--- config.mk ---
export PLATFORM = sky130hd
export DESIGN_NAME = seq_hit_logger
export DESIGN_NICKNAME = d
export VERILOG_FILES = /design/src/rtl/seq_hit_pkg.sv /design/src/rtl/hit_fifo.sv /design/src/rtl/seq_hit_logger.sv
export SDC_FILE = /design/constraint.sdc
export NUM_CORES = 1
export LEC_CHECK = 0
export CORE_MARGIN = 3
export CORE_UTILIZATION = 30
export CTS_CLUSTER_DIAMETER = 50
export DETAILED_ROUTE_END_ITERATION = 8
export GPL_ROUTABILITY_DRIVEN = 0
export HOLD_SLACK_MARGIN = 0.03
export PLACE_DENSITY = 0.55
export SLEW_MARGIN = 30
export SYNTH_ARGS = -nofsm -noshare
export SYNTH_HDL_FRONTEND = slang
export SYNTH_SLANG_ARGS = --single-unit
--- constraint.sdc ---
create_clock -name clk -period 2.7 [get_ports clk]
set_input_delay 0.27 -clock clk [delete_from_list [all_inputs] [get_ports clk]]
set_output_delay 0.27 -clock clk [all_outputs]
set_load 0.03 [all_outputs]
--- src/rtl/seq_hit_pkg.sv ---
// ---------------------------------------------------------------------------
// seq_hit_pkg
// Shared defaults for the sequence-hit timestamp logger.
//   TS_W_DEFAULT  : timestamp counter / FIFO entry width
//   DEPTH_DEFAULT : FIFO depth (power of two, >= 2)
//   CNT_W_DEFAULT : saturating hit counter width
// ---------------------------------------------------------------------------
package seq_hit_pkg;

    localparam int unsigned TS_W_DEFAULT  = 16;
    localparam int unsigned DEPTH_DEFAULT = 4;
    localparam int unsigned CNT_W_DEFAULT = 8;

endpackage

--- src/rtl/hit_fifo.sv ---
// ---------------------------------------------------------------------------
// hit_fifo
// Small synchronous FIFO holding captured timestamps.
//   clk, rst      : clock, asynchronous active-low reset (pointers only)
//   i_clr         : synchronous clear, wins over push/pop
//   i_push/i_din  : write request and data
//   i_pop         : read request; ignored while empty
//   o_dout        : head entry, read from registered storage
//   o_valid       : FIFO non-empty
//   o_full        : FIFO holds DEPTH entries
// A push while full is accepted only if a pop retires the head on the same
// edge; otherwise it is dropped and storage is left untouched.
// ---------------------------------------------------------------------------
module hit_fifo #(
    parameter int unsigned WIDTH = 16,
    parameter int unsigned DEPTH = 4
) (
    input  logic             clk,
    input  logic             rst,
    input  logic             i_clr,
    input  logic             i_push,
    input  logic [WIDTH-1:0] i_din,
    input  logic             i_pop,
    output logic [WIDTH-1:0] o_dout,
    output logic             o_valid,
    output logic             o_full
);

    localparam int unsigned AW = $clog2(DEPTH);
    localparam logic [AW:0] PTR_ONE = {{AW{1'b0}}, 1'b1};

    // Pointers carry one extra wrap bit so full and empty are distinguishable.
    logic [AW:0]      r_wr_ptr;
    logic [AW:0]      r_rd_ptr;
    logic [WIDTH-1:0] r_mem [DEPTH];

    logic w_empty;
    logic w_full;
    logic w_do_pop;
    logic w_do_push;

    assign w_empty   = (r_wr_ptr == r_rd_ptr);
    assign w_full    = (r_wr_ptr[AW] != r_rd_ptr[AW]) &&
                       (r_wr_ptr[AW-1:0] == r_rd_ptr[AW-1:0]);
    assign w_do_pop  = i_pop & ~w_empty;
    assign w_do_push = i_push & (~w_full | w_do_pop);

    always_ff @(posedge clk or negedge rst) begin
        if (!rst) begin
            r_wr_ptr <= '0;
            r_rd_ptr <= '0;
        end else if (i_clr) begin
            r_wr_ptr <= '0;
            r_rd_ptr <= '0;
        end else begin
            if (w_do_push) begin
                r_wr_ptr <= r_wr_ptr + PTR_ONE;
            end
            if (w_do_pop) begin
                r_rd_ptr <= r_rd_ptr + PTR_ONE;
            end
        end
    end

    // Storage is deliberately not reset; stale entries are hidden by o_valid.
    always_ff @(posedge clk) begin
        if (w_do_push && !i_clr) begin
            r_mem[r_wr_ptr[AW-1:0]] <= i_din;
        end
    end

    assign o_dout  = r_mem[r_rd_ptr[AW-1:0]];
    assign o_valid = ~w_empty;
    assign o_full  = w_full;

endmodule

--- src/rtl/seq_hit_logger.sv ---
// ---------------------------------------------------------------------------
// seq_hit_logger
// Timestamps detection pulses from an upstream sequence detector and queues
// them for a consumer.
//   clk, rst   : clock, asynchronous active-low reset
//   hit_in     : one-cycle detection pulse
//   en         : gates timestamp counting, capture and hit counting
//   clr        : synchronous clear of queue, timestamp, counter, overflow
//   ts_data    : timestamp at the queue head (valid when ts_valid)
//   ts_valid   : queue non-empty
//   ts_ready   : consumer takes the head entry
//   hit_count  : saturating count of all enabled hits, accepted or dropped
//   overflow   : sticky, a hit was dropped on a full queue
//   full       : queue holds DEPTH entries
// ---------------------------------------------------------------------------
module seq_hit_logger
    import seq_hit_pkg::*;
#(
    parameter int unsigned TS_W  = TS_W_DEFAULT,
    parameter int unsigned DEPTH = DEPTH_DEFAULT,
    parameter int unsigned CNT_W = CNT_W_DEFAULT
) (
    input  logic             clk,
    input  logic             rst,
    input  logic             hit_in,
    input  logic             en,
    input  logic             clr,
    output logic [TS_W-1:0]  ts_data,
    output logic             ts_valid,
    input  logic             ts_ready,
    output logic [CNT_W-1:0] hit_count,
    output logic             overflow,
    output logic             full
);

    localparam logic [TS_W-1:0]  TS_ONE  = {{(TS_W-1){1'b0}}, 1'b1};
    localparam logic [CNT_W-1:0] CNT_ONE = {{(CNT_W-1){1'b0}}, 1'b1};

    logic [TS_W-1:0]  r_ts_cnt;
    logic [CNT_W-1:0] r_hit_count;
    logic             r_overflow;

    logic w_push_req;
    logic w_full;
    logic w_drop;
    logic w_cnt_sat;

    assign w_push_req = hit_in & en;
    // Full implies valid, so ts_ready alone means the head retires this edge.
    assign w_drop     = w_push_req & w_full & ~ts_ready;
    assign w_cnt_sat  = &r_hit_count;

    always_ff @(posedge clk or negedge rst) begin
        if (!rst) begin
            r_ts_cnt    <= '0;
            r_hit_count <= '0;
            r_overflow  <= 1'b0;
        end else if (clr) begin
            r_ts_cnt    <= '0;
            r_hit_count <= '0;
            r_overflow  <= 1'b0;
        end else begin
            if (en) begin
                r_ts_cnt <= r_ts_cnt + TS_ONE;
            end
            if (w_push_req && !w_cnt_sat) begin
                r_hit_count <= r_hit_count + CNT_ONE;
            end
            if (w_drop) begin
                r_overflow <= 1'b1;
            end
        end
    end

    // The pre-increment counter value is what gets stored.
    hit_fifo #(
        .WIDTH (TS_W),
        .DEPTH (DEPTH)
    ) u_fifo (
        .clk     (clk),
        .rst     (rst),
        .i_clr   (clr),
        .i_push  (w_push_req),
        .i_din   (r_ts_cnt),
        .i_pop   (ts_ready),
        .o_dout  (ts_data),
        .o_valid (ts_valid),
        .o_full  (w_full)
    );

    assign hit_count = r_hit_count;
    assign overflow  = r_overflow;
    assign full      = w_full;

endmodule

==> results.json, run 1 <==
{
  "synthAdderAreaFrac": 0.02196,
  "synth_cell_types": 32,
  "cts_tree": "done",
  "dpl.cell_count": 459,
  "drive_above_1_share": 0.1617,
  "hold_viol": 0,
  "syn_area_um2": 3988,
  "cp_data_required_time_ns": 2.43,
  "setup_viol": 0,
  "vias": 2177,
  "placementRows": 41,
  "synth-simple-area-share": 0.08943,
  "grt_pass1_vias": 2339,
  "drv_slew": 0,
  "syn2layout_area_growth_pct": 22.06,
  "coreArea_um2": 12820,
  "synth_xor_area_frac": 0.06370,
  "clockBufferDepth": 2,
  "start_util": 0.3109,
  "drtPass1Iterations": 5,
  "yosys-top-cells-area": "edfxtp_1, dfrtp_1, mux4_2",
  "vias_per_cell": 4.583,
  "clock.fmax_ghz": 0.4215,
  "yosysTopAreaCell": "edfxtp_1",
  "maxUsedRoutingLayer": "met4",
  "pin_count": 33,
  "fin_ws_ns": 0.3273,
  "drt-total-wl_mm": 7.404,
  "die_area_um2": 14710,
  "dp_slack_ns": 0.5761,
  "synth_fp_nets": 266,
  "synth_compound_area_frac": 0.02761,
  "period_minus_slack_ns": 2.373,
  "grt-ovfl-total": 0,
  "start_kind": "flip-flop",
  "die_w_um": 121.3,
  "synth-seq-cells": 95,
  "ir_drop_mv": 0.2934,
  "leakage_uw": 0.001710,
  "met2_wirelength_mm": 3.490,
  "seq_area_frac_synth": 0.6765,
  "postRouteAntennaNets": 0,
  "netlist_instances": 253,
  "drv_cap": 0,
  "avgRoutedWirePerCell_um": 15.59,
  "dieHeight_um": 121.3,
  "synth.mux.area_fraction": 0.1004,
  "cts-root-buf": "clkbuf_16",
  "drc": 0,
  "layout_common_cells": "edfxtp_1, clkdlybuf4s50_1, dfrtp_1",
  "r2r-end": "u_fifo.r_mem[1][6]",
  "wl_met1_mm": 3.598,
  "path_clk_slew_ns": 0.07,
  "yosys_warnings": 0,
  "critPathCaptureType": "primary output",
  "skew_ns": 0.008721,
  "synth_top_area_share": 0.4820,
  "nets": 311,
  "slew_headroom": 0.6957,
  "cp.arrival_ns": 2.10,
  "syn_avg_cell_area_um2": 15.76,
  "diodes": 0,
  "synth_top_family_by_area": "multiplexers",
  "postCtsHoldBufs": 0,
  "hold_path.class": "in2async",
  "numCtsBuffers": 9,
  "status": "finished, final reports clean",
  "grt_max_degree": 32,
  "r2r_cells": 6,
  "crit_fanout": 9,
  "rsz0062_at_grt": "false",
  "fin_tns_setup_ns": 0,
  "track_usage": 0.1098,
  "fill_cells": 1233,
  "fin_cells": 475,
  "hpwl_mm": 4.953,
  "crit_type": "reg2out",
  "multi_input_area_um2": 1214,
  "htreeDepth": 3,
  "route.met3.wl_um": 263,
  "post_cts_buffers": 0,
  "drtIter0Drc": 87,
  "r2r_setup_slack_ns": 0.70,
  "powerDensity_nw_per_um2": 666.6,
  "clkSinkCount": 95,
  "r2r-start": "u_fifo.r_rd_ptr[0]",
  "final_common_cell": "edfxtp_1",
  "cts_resized": 0,
  "port_buffers": 32,
  "insertion_delay_ns": 0.33,
  "period_share": 0.8788,
  "seqCellArea_um2": 2698,
  "grt_pass1_wl_mm": 12.38,
  "worst_slew_pin_slew_ns": 0.4549,
  "grt_antenna_before_repair": 0
}
==> power breakdown <==
part / internal [uW] / switching [uW] / total, uW / leakage (uW)
sequential: 1570 / 19.9 / 1590 / 0.00101
clock: 644 / 542 / 1190 / 0.000145
combinational: 214 / 255 / 469 / 0.000558
total: 2430 / 817 / 3240 / 0.00171
==> layer usage <==
metal	global-route usage	vias to the layer above
met3	0.03357	5
li1	-	1040
met5	0	-
met2	0.1689	44
met4	0.02941	0
met1	0.1518	1088
==> area by class of cell <==
cell class / count / share of cell area
Clock buffer: 9 / 0.04627
Clock inverter: 7 / 0.01388
Inverter: 8 / 0.006170
Multi-Input combinational cell: 139 / 0.2494
Sequential cell: 95 / 0.5542
Tap cell: 172 / 0.04422
Timing Repair Buffer: 45 / 0.08586
==> flip-flops by register name, indices dropped and copies added (netlist names) <==
| register | cells |
|---|---|
| u_fifo.r_mem | 64 |
| overflow | 1 |
| u_fifo.r_wr_ptr | 3 |
| r_ts_cnt | 16 |
| u_fifo.r_rd_ptr | 3 |
| hit_count | 8 |
==> metrics by stage <==
| step | area [um^2] | total power (uW) | hold slack [ns] | utilization |
|---|---|---|---|---|
| after global placement | 4574 | 2098 | 0.4875 | 0.3567 |
| after detailed placement | 4574 | 2099 | 0.5068 | 0.3567 |
| after CTS | 4867 | 3298 | 0.3417 | 0.3795 |
| final | 4867 | 3244 | 0.3356 | 0.3795 |
| after floorplan | 3988 | 1923 | -0.02559 | - |
| after global routing | 4867 | 3393 | 0.3567 | 0.3795 |
==> cells by family (layout without fill, tap and decap cells) <==
logic type               Yosys count  after routing
AO/OA/AOI/OAI                     14             14
XOR/XNOR                          26             26
adder cells (fa/ha/maj)            7              7
buffers and inverters             19             69
flip-flops                        95             95
multiplexers                      20             20
AND/OR/NAND/NOR                   72             72
==> synthesized netlist by cell type <==
library cell  instances
a211oi_1              1
a21oi_1               2
a31oi_1               3
and2_1                5
and3_1                2
and4_1                1
buf_2                 4
buf_4                 1
clkbuf_1              5
clkbuf_2              1
dfrtp_1              31
edfxtp_1             64
ha_1                  7
inv_1                 8
mux2i_1               4
mux4_2               16
nand2_1               5
nand3_1               4
nand4_1              10
nor2_1               28
nor3_1                7
nor4_1                6
o211ai_1              2
o21ai_0               3
o311ai_0              1
o31ai_1               1
o41ai_4               1
or3_1                 4
xnor2_1              12
xor2_1               12
xor2_2                1
xor2_4                1
==> critical path, cell delays in order (launching register included) <==
cell	delay, ns
dfrtp_1	0.38
buf_4	0.20
xor2_2	0.23
nor3_1	0.24
clkdlybuf4s50_1	0.72
==> worst max-delay path by stage <==
| stage | startpoint | end | slack (ns) | cells after the start |
|---|---|---|---|---|
| finish | u_fifo.r_rd_ptr[0] | full | 0.33 | 4 |
| global route | u_fifo.r_rd_ptr[0] | full | 0.18 | 4 |
| CTS | u_fifo.r_rd_ptr[0] | ts_data[6] | 0.28 | 3 |
| detailed placement | ts_ready | u_fifo.r_mem[0][14] | 0.58 | 5 |
| global placement | ts_ready | u_fifo.r_mem[1][4] | 0.58 | 5 |
| floorplan | u_fifo.r_rd_ptr[0] | u_fifo.r_mem[3][0] | 0.21 | 4 |
Note: power is estimated with default switching activity, not from simulation.
==> run 2, diff against run 1 <==
--- a/config.mk
+++ b/config.mk
@@ -9,9 +9,10 @@
 export CORE_UTILIZATION = 30
 export CTS_CLUSTER_DIAMETER = 50
 export DETAILED_ROUTE_END_ITERATION = 8
+export DONT_BUFFER_PORTS = 1
 export GPL_ROUTABILITY_DRIVEN = 0
 export HOLD_SLACK_MARGIN = 0.03
-export PLACE_DENSITY = 0.55
+export PLACE_DENSITY = 0.52
 export SLEW_MARGIN = 30
 export SYNTH_ARGS = -nofsm -noshare
 export SYNTH_HDL_FRONTEND = slang
==> results.json, run 2 (same netlist as run 1, synthesis figures left out) <==
{
  "status": "finished, final reports clean",
  "start_kind": "flip-flop",
  "drive_above_1_share": 0.1741,
  "r2r_cells": 5,
  "cp.arrival_ns": 1.80,
  "hold_depth": 2,
  "post_cts_buffers": 0,
  "layout_common_cells": "edfxtp_1, dfrtp_1, nor2_1",
  "pin_count": 33,
  "p_seq_frac": 0.487,
  "crit_family": "multiplexers",
  "nets": 278,
  "internal-power_uw": 2445,
  "skew_ns": 0.005793,
  "grt_pass1_vias": 2218,
  "drc": 0,
  "rsz0062_at_grt": "false",
  "leakage_uw": 0.001613,
  "postRouteAntennaNets": 0,
  "seqCellArea_um2": 2698,
  "p_comb_frac": 0.110,
  "period_minus_slack_ns": 2.075,
  "r2r-end": "hit_count[1]",
  "path_clk_slew_ns": 0.07,
  "grt_antenna_before_repair": 0,
  "vias_per_cell": 4.765,
  "fin_ws_ns": 0.6251,
  "drtIter0Drc": 188,
  "setup_viol": 0,
  "r2r_setup_slack_ns": 0.82,
  "holdCritStartpoint": "en",
  "cts-root-buf": "clkbuf_16",
  "drv_cap": 0,
  "r2r-start": "hit_count[0]",
  "grt_max_degree": 32,
  "vias": 2106,
  "start_util": 0.3109,
  "worst_slew_pin_slew_ns": 0.5165,
  "grt-ovfl-total": 0,
  "path_cells": "buf_4, mux4_2",
  "crit_fanout": 18,
  "multi_input_area_um2": 1214,
  "insertion_delay_ns": 0.33,
  "diodes": 0,
  "hold_end": "r_ts_cnt[0]",
  "fin_tns_setup_ns": 0,
  "p_switching_uw": 834.7,
  "final_common_cell": "edfxtp_1",
  "largest_reg_flops": 64,
  "slew_headroom": 0.6513,
  "port_buffers": 0,
  "placementRows": 41,
  "p_clk_frac": 0.403,
  "grt_pass1_wl_mm": 12.61,
  "critPathCaptureType": "primary output",
  "hpwl_mm": 5.073,
  "drt-total-wl_mm": 7.654,
  "htreeDepth": 3,
  "dp_slack_ns": 0.8378,
  "clkSinkCount": 95,
  "dieHeight_um": 121.3,
  "avgRoutedWirePerCell_um": 17.32,
  "die_area_um2": 14710,
  "crit_type": "reg2out",
  "drtPass1Iterations": 4,
  "hold_viol": 0,
  "ir_drop_mv": 0.3205,
  "numCtsBuffers": 9,
  "cp_data_required_time_ns": 2.43,
  "drv_slew": 0,
  "die_w_um": 121.3,
  "swShare": 0.2545,
  "coreArea_um2": 12820,
  "clockBufferDepth": 2,
  "cpMaxStageDelayCell": "mux4_2",
  "hold_path.class": "in2reg",
  "cp_slowest_stage_delay_ns": 0.69,
  "fill_cells": 1233,
  "clock.fmax_ghz": 0.4820,
  "track_usage": 0.1146,
  "crit_buf_inv": 1,
  "cts_tree": "done",
  "syn2layout_area_growth_pct": 16.22,
  "period_share": 0.7685,
  "powerDensity_nw_per_um2": 707.7,
  "worst-path-stages": 2
}
==> run 2: cell count changes in the layout (fill, tap and decap cells not counted), sizes merged <==
cell	before	now
bufinv	0	1
clkdlybuf4s50	32	0
dlygate4sd3	0	1
clkinv	5	2
buf	13	11
inv	10	12
==> run 2: power by group through the flow <==
stage | sequential [uW] | clock (uW) | combinational, uW
global placement | 1630 | 0 | 342
CTS | 1600 | 1360 | 374
floorplan | 1620 | 0 | 305
finish | 1600 | 1320 | 360
global route | 1600 | 1430 | 390
detailed placement | 1630 | 0 | 348
==> run 2: worst max-delay path by stage <==
stage | slack [ns] | startpoint | end
after floorplan | 0.21 | u_fifo.r_rd_ptr[0] | u_fifo.r_mem[3][0]
after global placement | 0.86 | u_fifo.r_rd_ptr[2] | u_fifo.r_mem[1][1]
after detailed placement | 0.84 | u_fifo.r_rd_ptr[2] | u_fifo.r_mem[1][1]
after CTS | 0.56 | u_fifo.r_rd_ptr[0] | ts_data[9]
after global routing | 0.52 | u_fifo.r_rd_ptr[0] | ts_data[5]
final | 0.63 | u_fifo.r_rd_ptr[0] | ts_data[7]
==> run 2: metrics by stage <==
step	hold WS [ns]	power, uW	util	cells	area (um^2)
global placement	-0.02484	1969	0.3323	423	4262
global route	0.09662	3424	0.3614	442	4634
floorplan	-0.02559	1923	-	253	3988
detailed placement	-0.02488	1976	0.3323	423	4262
finish	0.09730	3280	0.3614	442	4634
CTS	0.08973	3332	0.3614	442	4634
==> run 2: layer usage <==
layer,global-route usage,part of all wire,vias to the layer above
met5,0,0,-
met4,0.02941,0.0059,0
met3,0.04149,0.054,2
met2,0.1914,0.51,48
met1,0.1413,0.43,1073
li1,-,-,983
==> run 2: final cells by class <==
class | count | area share
well taps | 172 | 0.04644
multi-input cells | 139 | 0.2619
repair buffers | 12 | 0.03348
clock inverters | 7 | 0.02106
flip-flops and latches | 95 | 0.5821
inverters | 8 | 0.006479
clock buffers | 9 | 0.04860
==> run 2: what timing repair did <==
item / 4_1_cts / 5_1_grt
endpoints found under the setup margin: 0 / 0
hold buffers: 3 / 0
gates resized for setup: 0 / 0
hold endpoints to repair: 62 / 0
